## src/rtl/brg_pkg.sv

```systemverilog
// brg_pkg: shared parameters and divisor helpers for the baud generator.
// Optional fractional divisor is enabled with `define BRG_FRAC_EN.
package brg_pkg;

  localparam int DIV_W    = 16;
  localparam int OVS_LOG2 = 3;
  localparam int OVS      = 2 ** OVS_LOG2;
  localparam int FRAC_W   = 4;
  localparam int DEF_DIV  = 53;

  // Divisor register value for a given clock, baud and oversample ratio
  function automatic int calc_div(
    input longint fclk_hz,
    input longint baud,
    input int     ovs
  );
    longint den;
    den = baud * longint'(ovs);
    return int'((fclk_hz + den / 2) / den) - 1;
  endfunction

  localparam int DIV_9600_50M   = calc_div(50_000_000, 9600, OVS);
  localparam int DIV_19200_50M  = calc_div(50_000_000, 19200, OVS);
  localparam int DIV_38400_50M  = calc_div(50_000_000, 38400, OVS);
  localparam int DIV_115200_50M = calc_div(50_000_000, 115200, OVS);

endpackage

```

## src/rtl/brg_prog_if.sv

```systemverilog
// brg_prog_if: control inputs and tick outputs of the baud generator.
// frac_in exists only with `define BRG_FRAC_EN.
interface brg_prog_if;
  import brg_pkg::*;

  logic             en;
  logic             div_wr;
  logic [DIV_W-1:0] div_in;
`ifdef BRG_FRAC_EN
  logic [FRAC_W-1:0] frac_in;
`endif
  logic             bclkx8;
  logic             bclk;
  logic             bclk_mid;
  logic             div_pend;
  logic [DIV_W-1:0] div_act;

  modport master (
    output en, div_wr, div_in,
`ifdef BRG_FRAC_EN
    output frac_in,
`endif
    input  bclkx8, bclk, bclk_mid, div_pend, div_act
  );

  modport slave (
    input  en, div_wr, div_in,
`ifdef BRG_FRAC_EN
    input  frac_in,
`endif
    output bclkx8, bclk, bclk_mid, div_pend, div_act
  );

endinterface

```

## src/rtl/brg_prescaler.sv

```systemverilog
// brg_prescaler: reloadable down-counter producing the oversample tick.
// Holds pending/active divisor; fractional accumulator with `define BRG_FRAC_EN.
import brg_pkg::*;

module brg_prescaler (
  input  logic              clk,
  input  logic              rst_n,
  input  logic              en,
  input  logic              div_wr,
  input  logic [DIV_W-1:0]  div_in,
`ifdef BRG_FRAC_EN
  input  logic [FRAC_W-1:0] frac_in,
`endif
  output logic              fire,
  output logic              bclkx8,
  output logic              div_pend,
  output logic [DIV_W-1:0]  div_act
);

`ifdef BRG_FRAC_EN
  localparam int CW = DIV_W + 1;
`else
  localparam int CW = DIV_W;
`endif

  logic [CW-1:0]    cnt_q, cnt_d;
  logic [DIV_W-1:0] act_q, act_d;
  logic [DIV_W-1:0] pval_q, pval_d;
  logic             pend_q, pend_d;
  logic             x8_q, x8_d;
  logic [DIV_W-1:0] div_nxt;
  logic             apply;
  logic             carry;
`ifdef BRG_FRAC_EN
  logic [FRAC_W-1:0] fact_q, fact_d;
  logic [FRAC_W-1:0] fpval_q, fpval_d;
  logic [FRAC_W-1:0] acc_q, acc_d;
`endif

  // Next-state: divisor hand-over at tick boundaries, count and reload
  always_comb begin
    fire    = en && (cnt_q == '0);
    apply   = en ? (cnt_q == '0) : pend_q;
    div_nxt = act_q;
    pend_d  = pend_q;
    pval_d  = pval_q;
    carry   = 1'b0;
`ifdef BRG_FRAC_EN
    fact_d  = fact_q;
    fpval_d = fpval_q;
    acc_d   = acc_q;
`endif
    if (div_wr) begin
      pval_d = div_in;
      pend_d = 1'b1;
`ifdef BRG_FRAC_EN
      fpval_d = frac_in;
`endif
    end
    if (apply) begin
      pend_d = 1'b0;
      if (div_wr) begin
        div_nxt = div_in;
`ifdef BRG_FRAC_EN
        fact_d  = frac_in;
`endif
      end else if (pend_q) begin
        div_nxt = pval_q;
`ifdef BRG_FRAC_EN
        fact_d  = fpval_q;
`endif
      end
    end
    act_d = div_nxt;
`ifdef BRG_FRAC_EN
    if (!en) begin
      acc_d = '0;
    end else if (fire) begin
      {carry, acc_d} = {1'b0, acc_q} + {1'b0, fact_d};
    end
`endif
    x8_d = fire;
    if (!en) begin
      cnt_d = CW'(div_nxt);
    end else if (fire) begin
      cnt_d = CW'(div_nxt) + CW'(carry);
    end else begin
      cnt_d = cnt_q - CW'(1);
    end
  end

  // State registers
  always_ff @(posedge clk or negedge rst_n) begin
    if (!rst_n) begin
      cnt_q  <= CW'(DEF_DIV);
      act_q  <= DIV_W'(DEF_DIV);
      pval_q <= '0;
      pend_q <= 1'b0;
      x8_q   <= 1'b0;
`ifdef BRG_FRAC_EN
      fact_q  <= '0;
      fpval_q <= '0;
      acc_q   <= '0;
`endif
    end else begin
      cnt_q  <= cnt_d;
      act_q  <= act_d;
      pval_q <= pval_d;
      pend_q <= pend_d;
      x8_q   <= x8_d;
`ifdef BRG_FRAC_EN
      fact_q  <= fact_d;
      fpval_q <= fpval_d;
      acc_q   <= acc_d;
`endif
    end
  end

  assign bclkx8   = x8_q;
  assign div_pend = pend_q;
  assign div_act  = act_q;

endmodule

```

## src/rtl/brg_prog.sv

```systemverilog
// brg_prog: programmable UART baud generator (oversample, bit, mid-bit ticks).
// Fractional divisor support is built with `define BRG_FRAC_EN.
import brg_pkg::*;

module brg_prog (
  input logic       fclk,
  input logic       rst_n,
  brg_prog_if.slave bus
);

  localparam logic [OVS_LOG2-1:0] OVS_LAST = OVS_LOG2'(OVS - 1);
  localparam logic [OVS_LOG2-1:0] OVS_MID  = OVS_LOG2'(OVS / 2 - 1);

  logic                fire;
  logic [OVS_LOG2-1:0] ovs_cnt_q, ovs_cnt_d;
  logic                bclk_q, bclk_d;
  logic                mid_q, mid_d;

  brg_prescaler u_pre (
    .clk      (fclk),
    .rst_n    (rst_n),
    .en       (bus.en),
    .div_wr   (bus.div_wr),
    .div_in   (bus.div_in),
`ifdef BRG_FRAC_EN
    .frac_in  (bus.frac_in),
`endif
    .fire     (fire),
    .bclkx8   (bus.bclkx8),
    .div_pend (bus.div_pend),
    .div_act  (bus.div_act)
  );

  // Sample counter and bit / mid-bit strobes aligned with the oversample tick
  always_comb begin
    ovs_cnt_d = ovs_cnt_q;
    if (!bus.en) begin
      ovs_cnt_d = '0;
    end else if (fire) begin
      ovs_cnt_d = ovs_cnt_q + 1'b1;
    end
    bclk_d = fire && (ovs_cnt_q == OVS_LAST);
    mid_d  = fire && (ovs_cnt_q == OVS_MID);
  end

  // Registered strobes
  always_ff @(posedge fclk or negedge rst_n) begin
    if (!rst_n) begin
      ovs_cnt_q <= '0;
      bclk_q    <= 1'b0;
      mid_q     <= 1'b0;
    end else begin
      ovs_cnt_q <= ovs_cnt_d;
      bclk_q    <= bclk_d;
      mid_q     <= mid_d;
    end
  end

  assign bus.bclk     = bclk_q;
  assign bus.bclk_mid = mid_q;

endmodule

```

## src/flat_wrapper.sv

```systemverilog
// flat-port wrapper written by rule: the top's interface ports become plain ports
module brg_prog_flat 
  (fclk, rst_n, bus_en, bus_div_wr, bus_div_in, bus_bclkx8, bus_bclk, bus_bclk_mid, bus_div_pend, bus_div_act);
  brg_prog_if bus_i ();
  input logic fclk;
  input logic rst_n;
  input wire logic [$bits(bus_i.en)-1:0] bus_en;
  input wire logic [$bits(bus_i.div_wr)-1:0] bus_div_wr;
  input wire logic [$bits(bus_i.div_in)-1:0] bus_div_in;
  output wire logic [$bits(bus_i.bclkx8)-1:0] bus_bclkx8;
  output wire logic [$bits(bus_i.bclk)-1:0] bus_bclk;
  output wire logic [$bits(bus_i.bclk_mid)-1:0] bus_bclk_mid;
  output wire logic [$bits(bus_i.div_pend)-1:0] bus_div_pend;
  output wire logic [$bits(bus_i.div_act)-1:0] bus_div_act;
  assign bus_i.en = bus_en;
  assign bus_i.div_wr = bus_div_wr;
  assign bus_i.div_in = bus_div_in;
  assign bus_bclkx8 = bus_i.bclkx8;
  assign bus_bclk = bus_i.bclk;
  assign bus_bclk_mid = bus_i.bclk_mid;
  assign bus_div_pend = bus_i.div_pend;
  assign bus_div_act = bus_i.div_act;
  brg_prog u_core (.fclk(fclk), .rst_n(rst_n), .bus(bus_i));
endmodule
```

## config.mk

```make
export PLATFORM = sky130hd
export DESIGN_NAME = brg_prog_flat
export DESIGN_NICKNAME = d
export VERILOG_FILES = /design/src/rtl/brg_pkg.sv /design/src/rtl/brg_prog_if.sv /design/src/rtl/brg_prescaler.sv /design/src/rtl/brg_prog.sv /design/src/flat_wrapper.sv
export SDC_FILE = /design/constraint.sdc
export NUM_CORES = 1
export LEC_CHECK = 0
export CAP_MARGIN = 30
export CORE_MARGIN = 2
export CORE_UTILIZATION = 59
export DETAILED_ROUTE_END_ITERATION = 16
export PLACE_DENSITY = 0.85
export SYNTH_ARGS = -nofsm -noshare
export SYNTH_HDL_FRONTEND = slang
export SYNTH_HIERARCHICAL = 1
export SYNTH_SLANG_ARGS = --single-unit
```

## constraint.sdc

```tcl
create_clock -name fclk -period 4.55 [get_ports fclk]
set_input_delay 0.455 -clock fclk [delete_from_list [all_inputs] [get_ports fclk]]
set_output_delay 0.455 -clock fclk [all_outputs]
set_load 0.01 [all_outputs]
```

**Word-level counts from Yosys, hierarchy flattened**

Index checks and enable logic that the tools add are counted.

- Register bits: 55
- Input port bits: 20
- Output and inout port bits: 20
- Word-level logic and storage cells: 28

- $add $sub $neg: 2
- Equal/unequal tests: 3
- Multiplexer cells: 10
- Reduce and logical (&&, ||, !) cells: 5

Operators with widths:

| cell | count |
|---|---|
| $mux W16 | 5 |
| $logic_not A16 Y1 | 1 |
| $sub A16 B1 Y16 const B | 1 |
| $mux W3 | 2 |
| $add A3 B1 Y3 const B | 1 |
| $eq A3 B2 Y1 const B | 1 |
| $eq A3 B3 Y1 const B | 1 |
| $logic_and A1 B1 Y1 | 3 |
| $mux W1 | 3 |
| $ne A2 B1 Y1 const B | 1 |
| $reduce_bool A2 Y1 | 1 |

**Depth between registers and ports, before layout**

- Depth after elaboration: 5
- Gate-level depth with buffers: 8

**By module**

Netlist, hierarchy kept.

Modules (own cells, without submodules):

| module | times used | cells each | area an instance (sq um) |
|---|---|---|---|
| brg_prescaler | 1 | 263 | 2720.1 |
| brg_prog | 1 | 17 | 226.5 |

**Worst setup path after synthesis**

Ideal clock, no wire load.

- Path kind: register to register
- Start point: reg u_core.u_pre.cnt_q[0]
- End point: reg u_core.u_pre.act_q[11], in the netlist u_core/u_pre/div_act[11]
- Library setup time: 119 ps
- Arrival time: 1747 ps
- Data required time: 4431 ps
- Path slack: 2684 ps
- Stages on the path, launching flop included: 9
- Path buffers: 2
- Period minus slack after synthesis: 1866 ps
- Cell sequence: dfstp_2 > inv_1 > ha_1 > nor4bb_1 > and4_2 > buf_6 > buf_6 > o21ai_0 > a21bo_2

- Cells in the longest elaborated chain, start to end: 3

Ends and longest elaborated chain:

| element | RTL line | source |
|---|---|---|
| start: declaration | brg_prescaler.sv:26 | `logic [CW-1:0] cnt_q, cnt_d;` |
| start signal: assignment | brg_prescaler.sv:95 | `cnt_q <= CW'(DEF_DIV);` |
| start signal: assignment | brg_prescaler.sv:106 | `cnt_q <= cnt_d;` |
| $logic_not A16 Y1 | brg_prescaler.sv:43 | `apply = en ? (cnt_q == '0) : pend_q;` |
| $mux W1 | brg_prescaler.sv:43 |  |
| $mux W16 | brg_prescaler.sv:60 | `if (apply) begin` |
| net u_core.u_pre.act_d[11] | brg_prescaler.sv:27 | `logic [DIV_W-1:0] act_q, act_d;` |
| end signal: assignment | brg_prescaler.sv:96 | `act_q <= DIV_W'(DEF_DIV);` |
| end signal: assignment | brg_prescaler.sv:107 | `act_q <= act_d;` |
| end: declaration | brg_prescaler.sv:27 |  |

The timed path passes the listed nets, and every way through them passes these cells.
A chain may end at the register's enable or synchronous reset.

**Worst setup path in the final report**

- Start point: in bus_en
- End point: reg u_core.u_pre.act_q[11], in the netlist u_core/u_pre/div_act[11]

- Cells in the longest elaborated chain, start to end: 2

Ends and longest elaborated chain:

| element | RTL line | source |
|---|---|---|
| start: declaration | flat_wrapper.sv:7 | `input wire logic [$bits(bus_i.en)-1:0] bus_en;` |
| $mux W1 | brg_prescaler.sv:43 |  |
| $mux W16 | brg_prescaler.sv:60 |  |
| net u_core.u_pre.act_d[11] | brg_prescaler.sv:27 |  |

The timed path passes the listed nets, and every way through them passes these cells.

==> results.yml <==
routing:
  drtPass1Iterations: 4
  drcViolationCount: 0
  drt_wl_total_mm: 6.25
  wl_per_cell_um: 16.6
  drt_iter0_markers: 191
  dr_total_vias: 2201
  ant_nets: 0
  vias_per_cell: 5.84
placed_design:
  io_buffers: 39
  place_area_um2: 3310
  gp_congestion: 0.850
  dp_hpwl_mm: 4.44
clock_network:
  cts_resized: 0
  htree_levels: 2
  cts_buffers: 5
  clkTransAtPathRegs_ps: 90
  cts_buffer_depth: 2
  cts.sinks: 55
  cts_tree: "yes"
  ctsRootBufferMaster: "clkbuf_8"
  hold_buffers: 0
  insertion_delay_ps: 300
  postCtsSetupRepairBufs: 0
synthesis:
  synthFlopType: "dfrtp_1"
  synth.area.top_cells: "dfrtp_1, o21ai_0, dfstp_2"
  yosysMostFrequentCell: "o21ai_0"
  yosys.area.top_type_share_pct: 39.9
  yosysUniqueCellTypes: 38
  syn_nets: 305
  syn_avg_cell_area_um2: 10.5
  synth_seq_area_share_pct: 47.0
  ys_top_cells_by_count: "o21ai_0, dfrtp_1, a22oi_1, nand2_1, inv_1"
  syn_inst: 280
  synth_edf_count: 0
  netlist_area_um2: 2950
  ys_warn_count: 6
  synth-seq-cells: 55
  synthArstFlopShare_pct: 100
  yosysTopAreaCell: "dfrtp_1"
run:
  drv_cap: 0
timing:
  fmaxAchievable_mhz: 378
  hold_violations: 0
  setup_viol: 0
  worst_pin_slew_ps: 976
  finalCriticalPeriod_ps: 2640
  skew_ps: 7.33
  slew_violations: 0
  finalCritPeriodShare_pct: 58.1
  rsz0062_at_grt: "false"
  finalSetupTns_ps: 0
  relSlewSlack_pct: 34.9
setup_path:
  slowest_stage: "clkdlybuf4s50_1"
  path_cells: "clkdlybuf4s50_1 > nor4bb_1 > and4_2 > nor2_2 > a21bo_2"
  r2r_slack_ps: 1940
  critical_path_class: "in2reg"
  cpPeakStageDelay_ps: 920
  crit_path_max_fanout: 24
  reg2reg_depth: 3
  critical-path-top-delay-family: "simple AND/OR/NAND/NOR gates"
  r2r-end: "u_core/u_pre/div_act[11]"
  crit_path_start: "bus_en"
  worstPathArrival_ps: 2840
  timing.rr.start: "u_core/u_pre/div_pend"
  critPathCaptureType: "register"
  critPathRequiredTime_ps: 4750
  startpoint_type: "primary input"
  path_buf_inv: 1
global_routing:
  grtUsageTotal_pct: 25.2
  grt_pass1_vias: 2136
  grt_pass1_wl_mm: 10.6
  grt_max_degree: 56
  gr-total-overflow: 0
  antenna_found_initial: 0
floorplanning:
  die_y_um: 74.7
  initial_core_util_pct: 62.0
  ios: 40
  die-area_um2: 5580
  die_x_um: 74.7
  core_area_um2: 4750
  num_rows: 25
pwr:
  power.leakage_nw: 1.50
  p_total_mw: 1.28
  ir_drop_mv: 0.285
  powerDensity_nw_per_um2: 377
finish:
  drive_above_1_share_pct: 14.8
  final_nets: 334
  area_growth_pct: 15.5
  fillers: 362
  stdcell_area_um2: 3400
  finalCoreUtilization_pct: 71.6
  diodes: 0
run_status:
  status: "complete, no violations"
hold_path:
  hp-class: "in2async"
-- metrics by stage --
step	hold slack, ps	cells	setup WS (ps)
final	275	377	1910
after global routing	327	377	1730
after CTS	293	377	1920
after detailed placement	515	369	1590
after global placement	509	369	1720
after floorplan	159	280	2680
-- cells by family after synthesis --
family,share of synthesized area [%]
compound gates,23.8
flops,47.0
simple gates,11.6
buf+inv,6.45
mux,5.77
xor+xnor,3.27
fa+ha+maj,2.12
-- how the worst max path moves through the flow --
| stage | slack (ps) | cells after the start | endpoint |
|---|---|---|---|
| global route | 1730 | 5 | u_core/u_pre/div_act[3] |
| floorplan | 2680 | 8 | u_core/u_pre/div_act[11] |
| CTS | 1920 | 5 | u_core/u_pre/div_act[11] |
| global placement | 1720 | 5 | u_core/u_pre/div_act[6] |
| finish | 1910 | 5 | u_core/u_pre/div_act[11] |
| detailed placement | 1590 | 5 | u_core/u_pre/div_act[11] |
-- area by class of cell --
type | count | area, um2 | area share [%]
inverters | 19 | 71.3 | 2.10
well taps | 67 | 83.8 | 2.46
repair buffers | 41 | 400 | 11.8
multi-input cells | 187 | 1370 | 40.3
flip-flops and latches | 55 | 1390 | 40.7
clock buffers | 7 | 86.3 | 2.54
clock inverters | 1 | 5.00 | 0.147
-- state kept, by name, summed over array words and instances, names as in the netlist --
signal and count:
u_core/bus.bclk 1, u_core/bus.bclk_mid 1, u_core/ovs_cnt_q 3, u_core/u_pre/bclkx8 1, u_core/u_pre/cnt_q 16, u_core/u_pre/div_act 16
u_core/u_pre/div_pend 1, u_core/u_pre/pval_q 16
-- power by group --
part           leakage, nW  switching (mW)  internal, mW
Clock               0.0482           0.148         0.123
Combinational        0.777           0.153         0.185
Sequential           0.670           0.100         0.572
Total                 1.50           0.401         0.881
-- per-layer routing --
metal	part of all wire (%)	vias up	global-route usage, %	wire (um)
li1	-	1063	-	-
met5	0	-	0	0
met3	6.0	10	5.35	376
met4	1.5	0	8.13	92
met1	46	1061	37.5	2890
met2	46	67	37.5	2890
-- cells in the final DEF (no fill, tap or decap), types with 2 or more instances in the layout --
| cell type | count |
|---|---|
| o21ai_0 | 49 |
| dfrtp_1 | 47 |
| clkdlybuf4s50_1 | 38 |
| a22oi_1 | 26 |
| nand2_1 | 20 |
| inv_1 | 19 |
| mux2i_1 | 17 |
| a21bo_2 | 16 |
| xor2_1 | 8 |
| dfstp_2 | 8 |
| clkbuf_8 | 6 |
| ha_1 | 5 |
| nor2_1 | 5 |
| a32oi_1 | 4 |
| nor4_4 | 3 |
| nand3_1 | 3 |
| o31ai_1 | 3 |
| xnor2_1 | 3 |
| and2_2 | 2 |
| nor2b_1 | 2 |
| and2_1 | 2 |
| buf_4 | 2 |
| or3_1 | 2 |
| or4_1 | 2 |
| a22oi_2 | 2 |
No activity file was read; power rests on OpenSTA's default activity.
==> variant, RTL diff (same settings) <==
Set the package constant `DEF_DIV` to 26 (it was 53).
--- a/src/rtl/brg_pkg.sv
+++ b/src/rtl/brg_pkg.sv
@@ -8,3 +8,3 @@
   localparam int FRAC_W   = 4;
-  localparam int DEF_DIV  = 53;
+  localparam int DEF_DIV  = 26;
 
Formal check against the unedited RTL: not equivalent (Yosys sat finds a counterexample within 4 cycles, from zero or initial values and one cycle with rst_n low).
==> variant against the unedited design <==
Synthesized area barely moved. Hold slack got worse by 0.027 ns. Power rose by 1.2%. Core utilization rose by 0.13 points. Largest power group unchanged. Via count rose by 2.3%. Sequential share of layout area fell by 0.15 points. Sequential cell count did not move. Register-to-register slack barely moved. Design area rose by 0.18%. Routed wire length rose by 1.9%. Count of clock-buffer cells in the layout rose by 1. Setup slack improved by 0.027 ns. Highest routed layer unchanged.
==> variant: results (changes against the unedited design) <==
outcome: "complete, no violations"
seq_area_frac_synth: 0.470  # about the same
tightest_slew_ns: 0.990  # +0.0139 ns
worst_clock_skew_ns: 0.00991  # +0.00258 ns
netlist_top_cells_count: "dfrtp_1, o21ai_0, a22oi_1"
clock-root-buffer: "clkbuf_8"
placed_cell_area_sq_mm: 0.00331  # about the same
grtUsageMet1: 0.373  # -0.00156
placed_cells: 369  # unchanged
final_layout_size_suffix_gt1_frac: 0.142  # -0.00645
clock_buffers: 8  # +1
final-clk-cell-share: 0.0294  # +0.00252
total_leakage_power_nw: 1.50  # +0.47%
wl_per_cell_um: 16.9  # +1.9%
clkSlewWorstSetupHoldPaths_ns: 0.10
grt.total_usage: 0.254  # +0.00129
fp.dieW_um: 74.6  # about the same
synth.area.top_cells: "dfrtp_1, o21ai_0, a22oi_1"
p_per_area_mw_per_mm2: 381  # +1.1%
place_ws_ns: 1.64  # +0.0508 ns
cpPeakStageDelay_ns: 1.00  # +0.08 ns
slowest_stage: "dfrtp_1"
worstPathArrival_ns: 2.82  # -0.02 ns
crit_fanout: 20  # -17%
place_congestion: 0.851  # +0.22%
r2r_end: "u_core/u_pre/div_act[12]"
seq_power_share: 0.516  # -0.008
use_met2: 0.382  # +0.00688
clock_power_mw: 0.290  # +7%
area_growth_pct: 15.8
nonClockBufferCount: 41  # unchanged
regArea_sq_mm: 0.00138  # -0.18%
timing.reg2reg.setup_slack_ns: 1.93  # about the same
use_met3: 0.0589  # +0.00535
whs_ns: 0.249  # -0.0267 ns
variant: how the worst max path moves through the flow:
stage | start | to | slack [ns] | depth (start not counted)
floorplan | bus_en | u_core/u_pre/div_act[10] | 2.71 | 7
CTS | bus_en | u_core/u_pre/div_act[11] | 1.97 | 5
finish | u_core/u_pre/div_pend | u_core/u_pre/div_act[12] | 1.93 | 3
detailed placement | bus_en | u_core/u_pre/div_act[12] | 1.64 | 5
global route | bus_en | u_core/u_pre/div_act[11] | 1.78 | 5
global placement | bus_en | u_core/u_pre/div_act[12] | 1.74 | 5
variant: cell families (layout without fill, tap and decap cells):
family,Yosys count,after routing,share of synthesized area
xor gates and xnor gates,11,11,0.0327
and+or+nand+nor,52,52,0.116
DFF,55,55,0.470
buffers and inverters,38,68,0.0646
AOI/OAI and AO/OA,102,102,0.238
muxes,17,17,0.0578
adders and majority gates,5,5,0.0212
variant: routing by layer:
metal,vias up,wire [um]
met5,-,0
met1,1107,2960
met3,16,324
met4,0,115
li1,1068,-
met2,61,2970
